### src/rtl/execute_muldiv_stage.sv
// Execute stage: operand forwarding, immediate select, destination select,
// 3-bit ALU, and an iterative unsigned multiply/divide unit with HI/LO.
module execute_muldiv_stage #(
   parameter int unsigned DATA_W = 32,
   parameter int unsigned REG_AW = 5
) (
   input  logic              clk,
   input  logic              rst_n,
   input  logic [2:0]        ALUControlE,
   input  logic              ALUSrcE,
   input  logic              RegDstE,
   input  logic [1:0]        ForwardAE,
   input  logic [1:0]        ForwardBE,
   input  logic [1:0]        MDOpE,
   input  logic [1:0]        OutSelE,
   input  logic              FlushE,
   input  logic [DATA_W-1:0] RD1E,
   input  logic [DATA_W-1:0] RD2E,
   input  logic [DATA_W-1:0] ALUOutM,
   input  logic [DATA_W-1:0] ResultW,
   input  logic [DATA_W-1:0] SignImmE,
   input  logic [REG_AW-1:0] RtE,
   input  logic [REG_AW-1:0] RdE,
   output logic [DATA_W-1:0] WriteDataE,
   output logic [REG_AW-1:0] WriteRegE,
   output logic [DATA_W-1:0] ALUOutE,
   output logic              MDStallE,
   output logic [DATA_W-1:0] HiOut,
   output logic [DATA_W-1:0] LoOut
);

   localparam int unsigned CNT_W = $clog2(DATA_W + 1);

   typedef enum logic [1:0] {
      IDLE = 2'd0,
      MUL  = 2'd1,
      DIV  = 2'd2
   } mdState_t;

   mdState_t          state;
   logic [CNT_W-1:0]  count;
   logic [DATA_W-1:0] accHi;
   logic [DATA_W-1:0] accLo;
   logic [DATA_W-1:0] opB;
   logic [DATA_W-1:0] hiReg;
   logic [DATA_W-1:0] loReg;

   logic [DATA_W-1:0] srcA;
   logic [DATA_W-1:0] fwdB;
   logic [DATA_W-1:0] srcB;
   logic [DATA_W-1:0] bOp;
   logic [DATA_W-1:0] aluSum;
   logic [DATA_W-1:0] aluResult;

   logic              mdReq;
   logic              rdReq;
   logic              mdStart;
   logic              lastStep;

   logic [DATA_W:0]   mulSum;
   logic [DATA_W-1:0] mulHiNext;
   logic [DATA_W-1:0] mulLoNext;
   logic [DATA_W:0]   divShift;
   logic              divFits;
   logic [DATA_W-1:0] divSub;
   logic [DATA_W-1:0] divHiNext;
   logic [DATA_W-1:0] divLoNext;

   // Operand forwarding muxes and immediate select
   always_comb begin
      srcA = '0;
      fwdB = '0;
      case (ForwardAE)
         2'b00:   srcA = RD1E;
         2'b01:   srcA = ResultW;
         2'b10:   srcA = ALUOutM;
         default: srcA = '0;
      endcase
      case (ForwardBE)
         2'b00:   fwdB = RD2E;
         2'b01:   fwdB = ResultW;
         2'b10:   fwdB = ALUOutM;
         default: fwdB = '0;
      endcase
      srcB = ALUSrcE ? SignImmE : fwdB;
   end

   // ALU: bit 2 inverts B (and carries in 1 for subtract), bits 1:0 pick the function
   always_comb begin
      bOp       = ALUControlE[2] ? ~srcB : srcB;
      aluSum    = srcA + bOp + DATA_W'(ALUControlE[2]);
      aluResult = '0;
      case (ALUControlE)
         3'b000, 3'b100: aluResult = srcA & bOp;
         3'b001, 3'b101: aluResult = srcA | bOp;
         3'b010, 3'b110: aluResult = aluSum;
         3'b111:         aluResult = DATA_W'($signed(srcA) < $signed(srcB));
         default:        aluResult = '0;
      endcase
   end

   // Result select, destination select and hazard stall
   always_comb begin
      mdReq    = (MDOpE == 2'b01) || (MDOpE == 2'b10);
      rdReq    = (OutSelE == 2'b01) || (OutSelE == 2'b10);
      mdStart  = (state == IDLE) && mdReq && !FlushE;
      MDStallE = (state != IDLE) && (mdReq || rdReq);
      case (OutSelE)
         2'b01:   ALUOutE = hiReg;
         2'b10:   ALUOutE = loReg;
         default: ALUOutE = aluResult;
      endcase
      WriteRegE  = RegDstE ? RdE : RtE;
      WriteDataE = fwdB;
      HiOut      = hiReg;
      LoOut      = loReg;
   end

   // One shift-add multiply step and one restoring divide step
   always_comb begin
      mulSum    = {1'b0, accHi} + (accLo[0] ? {1'b0, opB} : '0);
      mulHiNext = mulSum[DATA_W:1];
      mulLoNext = {mulSum[0], accLo[DATA_W-1:1]};
      divShift  = {accHi, accLo[DATA_W-1]};
      divFits   = (divShift >= {1'b0, opB});
      divSub    = divShift[DATA_W-1:0] - opB;
      divHiNext = divFits ? divSub : divShift[DATA_W-1:0];
      divLoNext = {accLo[DATA_W-2:0], divFits};
      lastStep  = (count == CNT_W'(DATA_W - 1));
   end

   // Multiply/divide sequencer with architectural HI/LO
   always_ff @(posedge clk or negedge rst_n) begin
      if (!rst_n) begin
         state <= IDLE;
         count <= '0;
         accHi <= '0;
         accLo <= '0;
         opB   <= '0;
         hiReg <= '0;
         loReg <= '0;
      end else begin
         case (state)
            IDLE: begin
               if (mdStart) begin
                  accHi <= '0;
                  accLo <= srcA;
                  opB   <= fwdB;
                  count <= '0;
                  state <= (MDOpE == 2'b01) ? MUL : DIV;
               end
            end
            MUL: begin
               accHi <= mulHiNext;
               accLo <= mulLoNext;
               count <= count + CNT_W'(1);
               if (lastStep) begin
                  hiReg <= mulHiNext;
                  loReg <= mulLoNext;
                  count <= '0;
                  state <= IDLE;
               end
            end
            DIV: begin
               accHi <= divHiNext;
               accLo <= divLoNext;
               count <= count + CNT_W'(1);
               if (lastStep) begin
                  hiReg <= divHiNext;
                  loReg <= divLoNext;
                  count <= '0;
                  state <= IDLE;
               end
            end
            default: state <= IDLE;
         endcase
      end
   end

endmodule
### config.mk
export PLATFORM = sky130hd
export DESIGN_NAME = execute_muldiv_stage
export DESIGN_NICKNAME = d
export VERILOG_FILES = /design/src/rtl/execute_muldiv_stage.sv
export SDC_FILE = /design/constraint.sdc
export NUM_CORES = 1
export LEC_CHECK = 0
export ABC_CLOCK_PERIOD_IN_PS = 9300
export BUFFER_PORTS_ARGS = -buffer_cell sky130_fd_sc_hd__buf_2
export CAP_MARGIN = 20
export CORE_ASPECT_RATIO = 1.25
export CORE_MARGIN = 5
export CORE_UTILIZATION = 35
export CTS_BUF_LIST = sky130_fd_sc_hd__clkbuf_16
export DETAILED_ROUTE_END_ITERATION = 10
export PLACE_DENSITY = 0.51
export SYNTH_ARGS = -nofsm -noshare
export SYNTH_HDL_FRONTEND = slang
export SYNTH_SLANG_ARGS = --single-unit
### constraint.sdc
create_clock -name clk -period 9.3 [get_ports clk]
set_input_delay 1.395 -clock clk [delete_from_list [all_inputs] [get_ports clk]]
set_output_delay 1.395 -clock clk [all_outputs]
set_load 0.01 [all_outputs]
==> impl_metrics.json, run 1 <==
{
  "layout_common_cells": "buf_2, nand2_1, o21ai_0, dfrtp_1, ha_1",
  "die_h_um": 259,
  "power.share.sequential_pct": 23.0,
  "p_sw_w": 0.00226,
  "initial_core_util_pct": 35.3,
  "finalPower_w": 0.00465,
  "postCtsHoldBufs": 0,
  "first_pass_iters": 8,
  "h-tree-depth": 4,
  "cts_setup_buffers": 0,
  "period_share_pct": 81.9,
  "die_area_um2": 54100,
  "crit_arrival_ps": 6220,
  "synth_seq_cells": 168,
  "wire_per_inst_um": 24.3,
  "place_ws_ps": 1750,
  "finClkSkew_ps": 16.8,
  "worst_pin_slew_ps": 1130,
  "cap_viol_max_count": 0,
  "io_buffers": 319,
  "clock-sinks": 168,
  "max-vdd-ir-drop_uv": 160,
  "synth_area_per_cell_um2": 7.97,
  "critical-path-slowest-cell": "buf_2",
  "final_common_cell": "buf_2",
  "crit_top_cell": "a21o_1",
  "drtIter0Drc": 1284,
  "hold_viol": 0,
  "fmax_ghz": 0.131,
  "core.rowCount": 91,
  "async_flop_share_pct": 100,
  "p_comb_share_pct": 59.8,
  "fin_ws_ps": 1690,
  "gp_congestion": 0.915,
  "num_vias": 17500,
  "critPathTopFamily": "compound AO/OA/AOI/OAI gates",
  "synthesis.area_um2": 17300,
  "setup_viol": 0,
  "vias_per_cell": 5.67,
  "syn_nets": 2532,
  "cp.required_ps": 7910,
  "drv_slew": 0,
  "setup_tns_ps": 0,
  "path_buf_inv": 3,
  "ys_types": 88,
  "synth_edf_count": 0,
  "postCtsResizedCells": 0,
  "antenna_found_initial": 0,
  "ys.flop_type": "dfrtp_1",
  "root_buffer": "clkbuf_16",
  "yosysWarnings": 0,
  "worstSetupPathType": "in2out",
  "status": "finished, final reports clean",
  "worstSkewPairLatency_ps": 460,
  "crit_fanout": 35,
  "hp-class": "reg2reg",
  "clkPwrFrac_pct": 17.2,
  "grt.overflow.total": 0,
  "ios": 320,
  "cts.reportedPaths.clkPinSlew_ps": 70,
  "slew_headroom_pct": 24.3,
  "grt_max_degree": 93,
  "hpwl_um": 58500,
  "slowest_delay_ps": 580,
  "grtUsageTotal_pct": 26.5,
  "period_minus_slack_ps": 7610,
  "numCtsBuffers": 17,
  "fp.dieW_um": 209,
  "drive_gt1_share_pct": 17.4,
  "core_area_um2": 49200,
  "cts_buffer_depth": 2,
  "path_cells": "buf_2 > nor2b_2 > buf_4 > nand2_1 > o21ai_0 > mux2i_1 > xnor2_1 > ha_1 > a21o_1 > a21o_1 > a21oi_1 > o2111a_2 > nor2b_1 > a21o_1 > a21oi_1 > xor2_1 > a221oi_1 > buf_2",
  "cts_tree": "built",
  "drc": 0,
  "switching_share_pct": 48.6,
  "cp-end-kind": "output port",
  "power_density_nw_per_um2": 231,
  "grt_pass1_wl_um": 111000,
  "p_leak_nw": 9.93,
  "first_global_vias": 17500,
  "totalWireLength_um": 74600,
  "rsz0062_at_grt": "no",
  "ys_seq_area_share_pct": 24.2,
  "cp-start-kind": "primary input",
  "p_int_w": 0.00239,
  "nets": 2768,
  "postRouteAntennaNets": 0,
  "synthCells": 2176,
  "area_growth_pct": 16.1
}
[cell usage after synthesis (all sizes together) (20+ instances only)]
| library cell | n | share of area (%) |
|---|---|---|
| nand2 | 289 | 6.3 |
| and2 | 42 | 1.5 |
| nand3 | 20 | 0.58 |
| nor2 | 89 | 1.9 |
| a31oi | 23 | 0.92 |
| mux2i | 155 | 8.9 |
| xor2 | 38 | 1.9 |
| dfrtp | 168 | 24 |
| a21oi | 136 | 3.9 |
| o21ai | 296 | 8.7 |
| a221oi | 23 | 1.2 |
| inv | 118 | 2.6 |
| clkbuf | 111 | 2.4 |
| a22oi | 45 | 1.9 |
| a21o | 78 | 3.4 |
| o22a | 24 | 1.2 |
| ha | 167 | 12 |
| xnor2 | 75 | 3.8 |
[path summary, 6_finish.rpt]
check	from	endpoint	slack [ps]	cells after the start
worst max register to register	accLo[0]	accHi[31]	4880	14
worst min-delay path	count[5]	count[5]	490	1
min in group asynchronous	rst_n	accHi[7]	890	1
worst max-delay path	ForwardBE[0]	ALUOutE[15]	1690	18
max in group asynchronous	rst_n	accLo[23]	7140	2
worst min register to register	count[5]	count[5]	490	1
[layout make-up]
type                       count  area, um^2
fill                        5135       29100
multi-input combinational   1761       12200
sequential                   168        4200
timing repair buffer         345        1800
tap                          651         815
inverter                     119         447
clock buffer                  17         425
clock inverter                15         210
antenna                        1        2.50
[power by group through the flow]
stage	Combinational, W	Sequential [W]	Clock (W)
6_report	0.00278	0.00107	0.000800
4_1_cts	0.00277	0.00106	0.000818
5_1_grt	0.00306	0.00109	0.000843
3_5_place_dp	0.00276	0.00107	0
2_1_floorplan	0.00198	0.00102	0
3_3_place_gp	0.00274	0.00107	0
[layer usage]
metal | track usage, % | vias up | routed length [um] | share of wire (%)
met5 | 0 | - | 0 | 0
met4 | 7.38 | 0 | 1990 | 2.7
met3 | 2.86 | 89 | 3520 | 4.7
met2 | 47.2 | 568 | 37500 | 50
met1 | 34.1 | 8453 | 31700 | 42
li1 | - | 8345 | - | -
[flip-flops by register name (all words and copies together), names as in the netlist]
signal	cells
accHi	32
opB	32
accLo	32
LoOut	32
count	6
state	2
HiOut	32
[through the flow]
step	utilization, %	instance area [um^2]	std cells	hold slack (ps)
final	40.9	20100	3077	494
after global routing	40.9	20100	3076	540
after CTS	40.9	20100	3076	491
after detailed placement	39.6	19500	3044	481
after global placement	39.6	19500	3044	479
after floorplan	-	17300	2176	452
[cell families (layout without fill, tap and decap cells)]
kind of cell / Yosys count / in the layout / share of synthesized area, %
AO/OA/AOI/OAI: 769 / 769 / 28.5
AND/OR/NAND/NOR: 541 / 541 / 13.9
buffers and inverters: 247 / 496 / 5.48
adder cells (fa/ha/maj): 170 / 170 / 12.4
multiplexers: 168 / 168 / 9.79
flip-flops: 168 / 168 / 24.2
XOR/XNOR: 113 / 113 / 5.71
other: 0 / 1 / 0
(Power assumes the default switching activity.)
==> run 2, diff against run 1 <==
- ABC_CLOCK_PERIOD_IN_PS: 9300 -> 7250
- clock period: 9.3 -> 7.25 ns (I/O delays scaled with it)
==> run 2 against run 1 <==
  * Total power up 26%
  * Clock skew is 5.0 ps lower
  * Worst hold slack better by 1.0 ps
  * Die area did not move
  * Utilization shrank 0.051 points
  * Final area shrank 0.12%
  * Critical path type unchanged
  * Largest cell class unchanged
  * Largest power group unchanged
==> impl_metrics.json, run 2 (synthesis gave the netlist of run 1 again) <==
{
  "p_leak_nw": 9.93,
  "min-delay-start": "count[5]",
  "period_share_pct": 91.5,
  "ios": 320,
  "root_buffer": "clkbuf_16",
  "fp.dieW_um": 209,
  "worst_pin_slew_ps": 1150,
  "status": "finished, final reports clean",
  "num_vias": 17800,
  "io_buffers": 319,
  "drv_slew": 0,
  "grt_max_degree": 92,
  "fmax_ghz": 0.151,
  "nets": 2775,
  "final_util_pct": 40.9,
  "grt.overflow.total": 0,
  "initial_core_util_pct": 35.3,
  "hold_viol": 0,
  "cp-end-kind": "output port",
  "setup_tns_ps": 0,
  "postRouteAntennaNets": 0,
  "crit_arrival_ps": 5540,
  "setup_viol": 0,
  "rr_endpoint": "HiOut[29]",
  "h-tree-depth": 4,
  "postCtsResizedCells": 0,
  "rsz0062_at_grt": "no",
  "r2r_slack_ps": 2700,
  "wire_per_inst_um": 24.4,
  "reg2regPathDepth": 13,
  "postCtsHoldBufs": 0,
  "holdPathEnd": "count[5]",
  "core.rowCount": 91,
  "cap_viol_max_count": 0,
  "crit_fanout": 19,
  "cts_tree": "built",
  "n_antenna_cell": 0,
  "die_h_um": 259,
  "cts.reportedPaths.clkPinSlew_ps": 70,
  "antenna_found_initial": 1,
  "r2r_start": "accLo[0]",
  "layout_common_cells": "buf_2, nand2_1, o21ai_0, dfrtp_1, ha_1",
  "cp-start-kind": "primary input",
  "gp_congestion": 0.914,
  "cp.required_ps": 6160,
  "area_growth_pct": 16.0,
  "slew_headroom_pct": 23.3,
  "placed_cells": 3051,
  "final_common_cell": "buf_2",
  "first_pass_iters": 7,
  "cts_setup_buffers": 0,
  "drtIter0Drc": 1342,
  "startpoint": "ForwardBE[1]",
  "drc": 0,
  "hp-class": "reg2reg",
  "worstSetupPathType": "in2out",
  "worstSkewPairLatency_ps": 460,
  "finClkSkew_ps": 11.8,
  "drive_gt1_share_pct": 17.6,
  "power_density_nw_per_um2": 292,
  "hpwl_um": 59300,
  "die_area_um2": 54100,
  "first_global_vias": 17500,
  "min_path_cells": 1,
  "whs_ps": 495,
  "grtUsageTotal_pct": 26.6,
  "fin_cells": 3083,
  "vias_per_cell": 5.78,
  "cts_buffer_depth": 2,
  "grt_pass1_wl_um": 111000,
  "totalWireLength_um": 75200,
  "period_minus_slack_ps": 6630,
  "max-vdd-ir-drop_uv": 174,
  "numCtsBuffers": 17,
  "core_area_um2": 49200,
  "clock-sinks": 168
}
-- run 2: cell type report --
type                       count  area [um^2]
tap                          651          815
timing repair buffer         352         1850
inverter                     119          447
clock inverter                15          135
multi-input combinational   1761        12200
fill                        5127        29100
sequential                   168         4200
clock buffer                  17          425
-- run 2: worst max path at each step --
stage             endpoint  cells after the start
5_1_grt         ALUOutE[0]                     14
2_1_floorplan  ALUOutE[30]                     17
6_report        ALUOutE[0]                     14
3_3_place_gp   ALUOutE[31]                     15
3_5_place_dp   ALUOutE[31]                     15
4_1_cts        ALUOutE[31]                     15
-- run 2: worst max-delay path: stages --
cell and delay [ps]:
buf_2 490, buf_4 390, mux2i_1 130, o21ai_0 690, mux2i_1 300, ha_1 370, nand4_1 180, nor4_1 360
nand2_1 120, o311ai_0 420, mux2i_1 230, a31oi_1 100, a31oi_1 430, buf_2 230
-- run 2: metrics by stage --
| step | instance area [um^2] | setup WS [ps] | power [W] |
|---|---|---|---|
| 2_1_floorplan | 17300 | 1480 | 0.00385 |
| 3_3_place_gp | 19500 | 469 | 0.00490 |
| 3_5_place_dp | 19500 | 636 | 0.00493 |
| 4_1_cts | 20100 | 624 | 0.00587 |
| 5_1_grt | 20100 | 290 | 0.00632 |
| 6_report | 20100 | 618 | 0.00587 |
-- run 2: metal layers --
metal	global-route usage [%]	vias up	share of wire [%]
met3	4.09	145	6.0
met2	46.0	662	49
li1	-	8357	-
met5	0	-	0.036
met1	33.3	8652	41
met4	10.6	4	4.1
-- run 2: report_power, final --
group	internal (W)	leakage, nW	switching (W)
sequential	0.00115	2.26	0.000234
clock	0.000501	0.276	0.000413
combinational	0.00131	7.39	0.00226
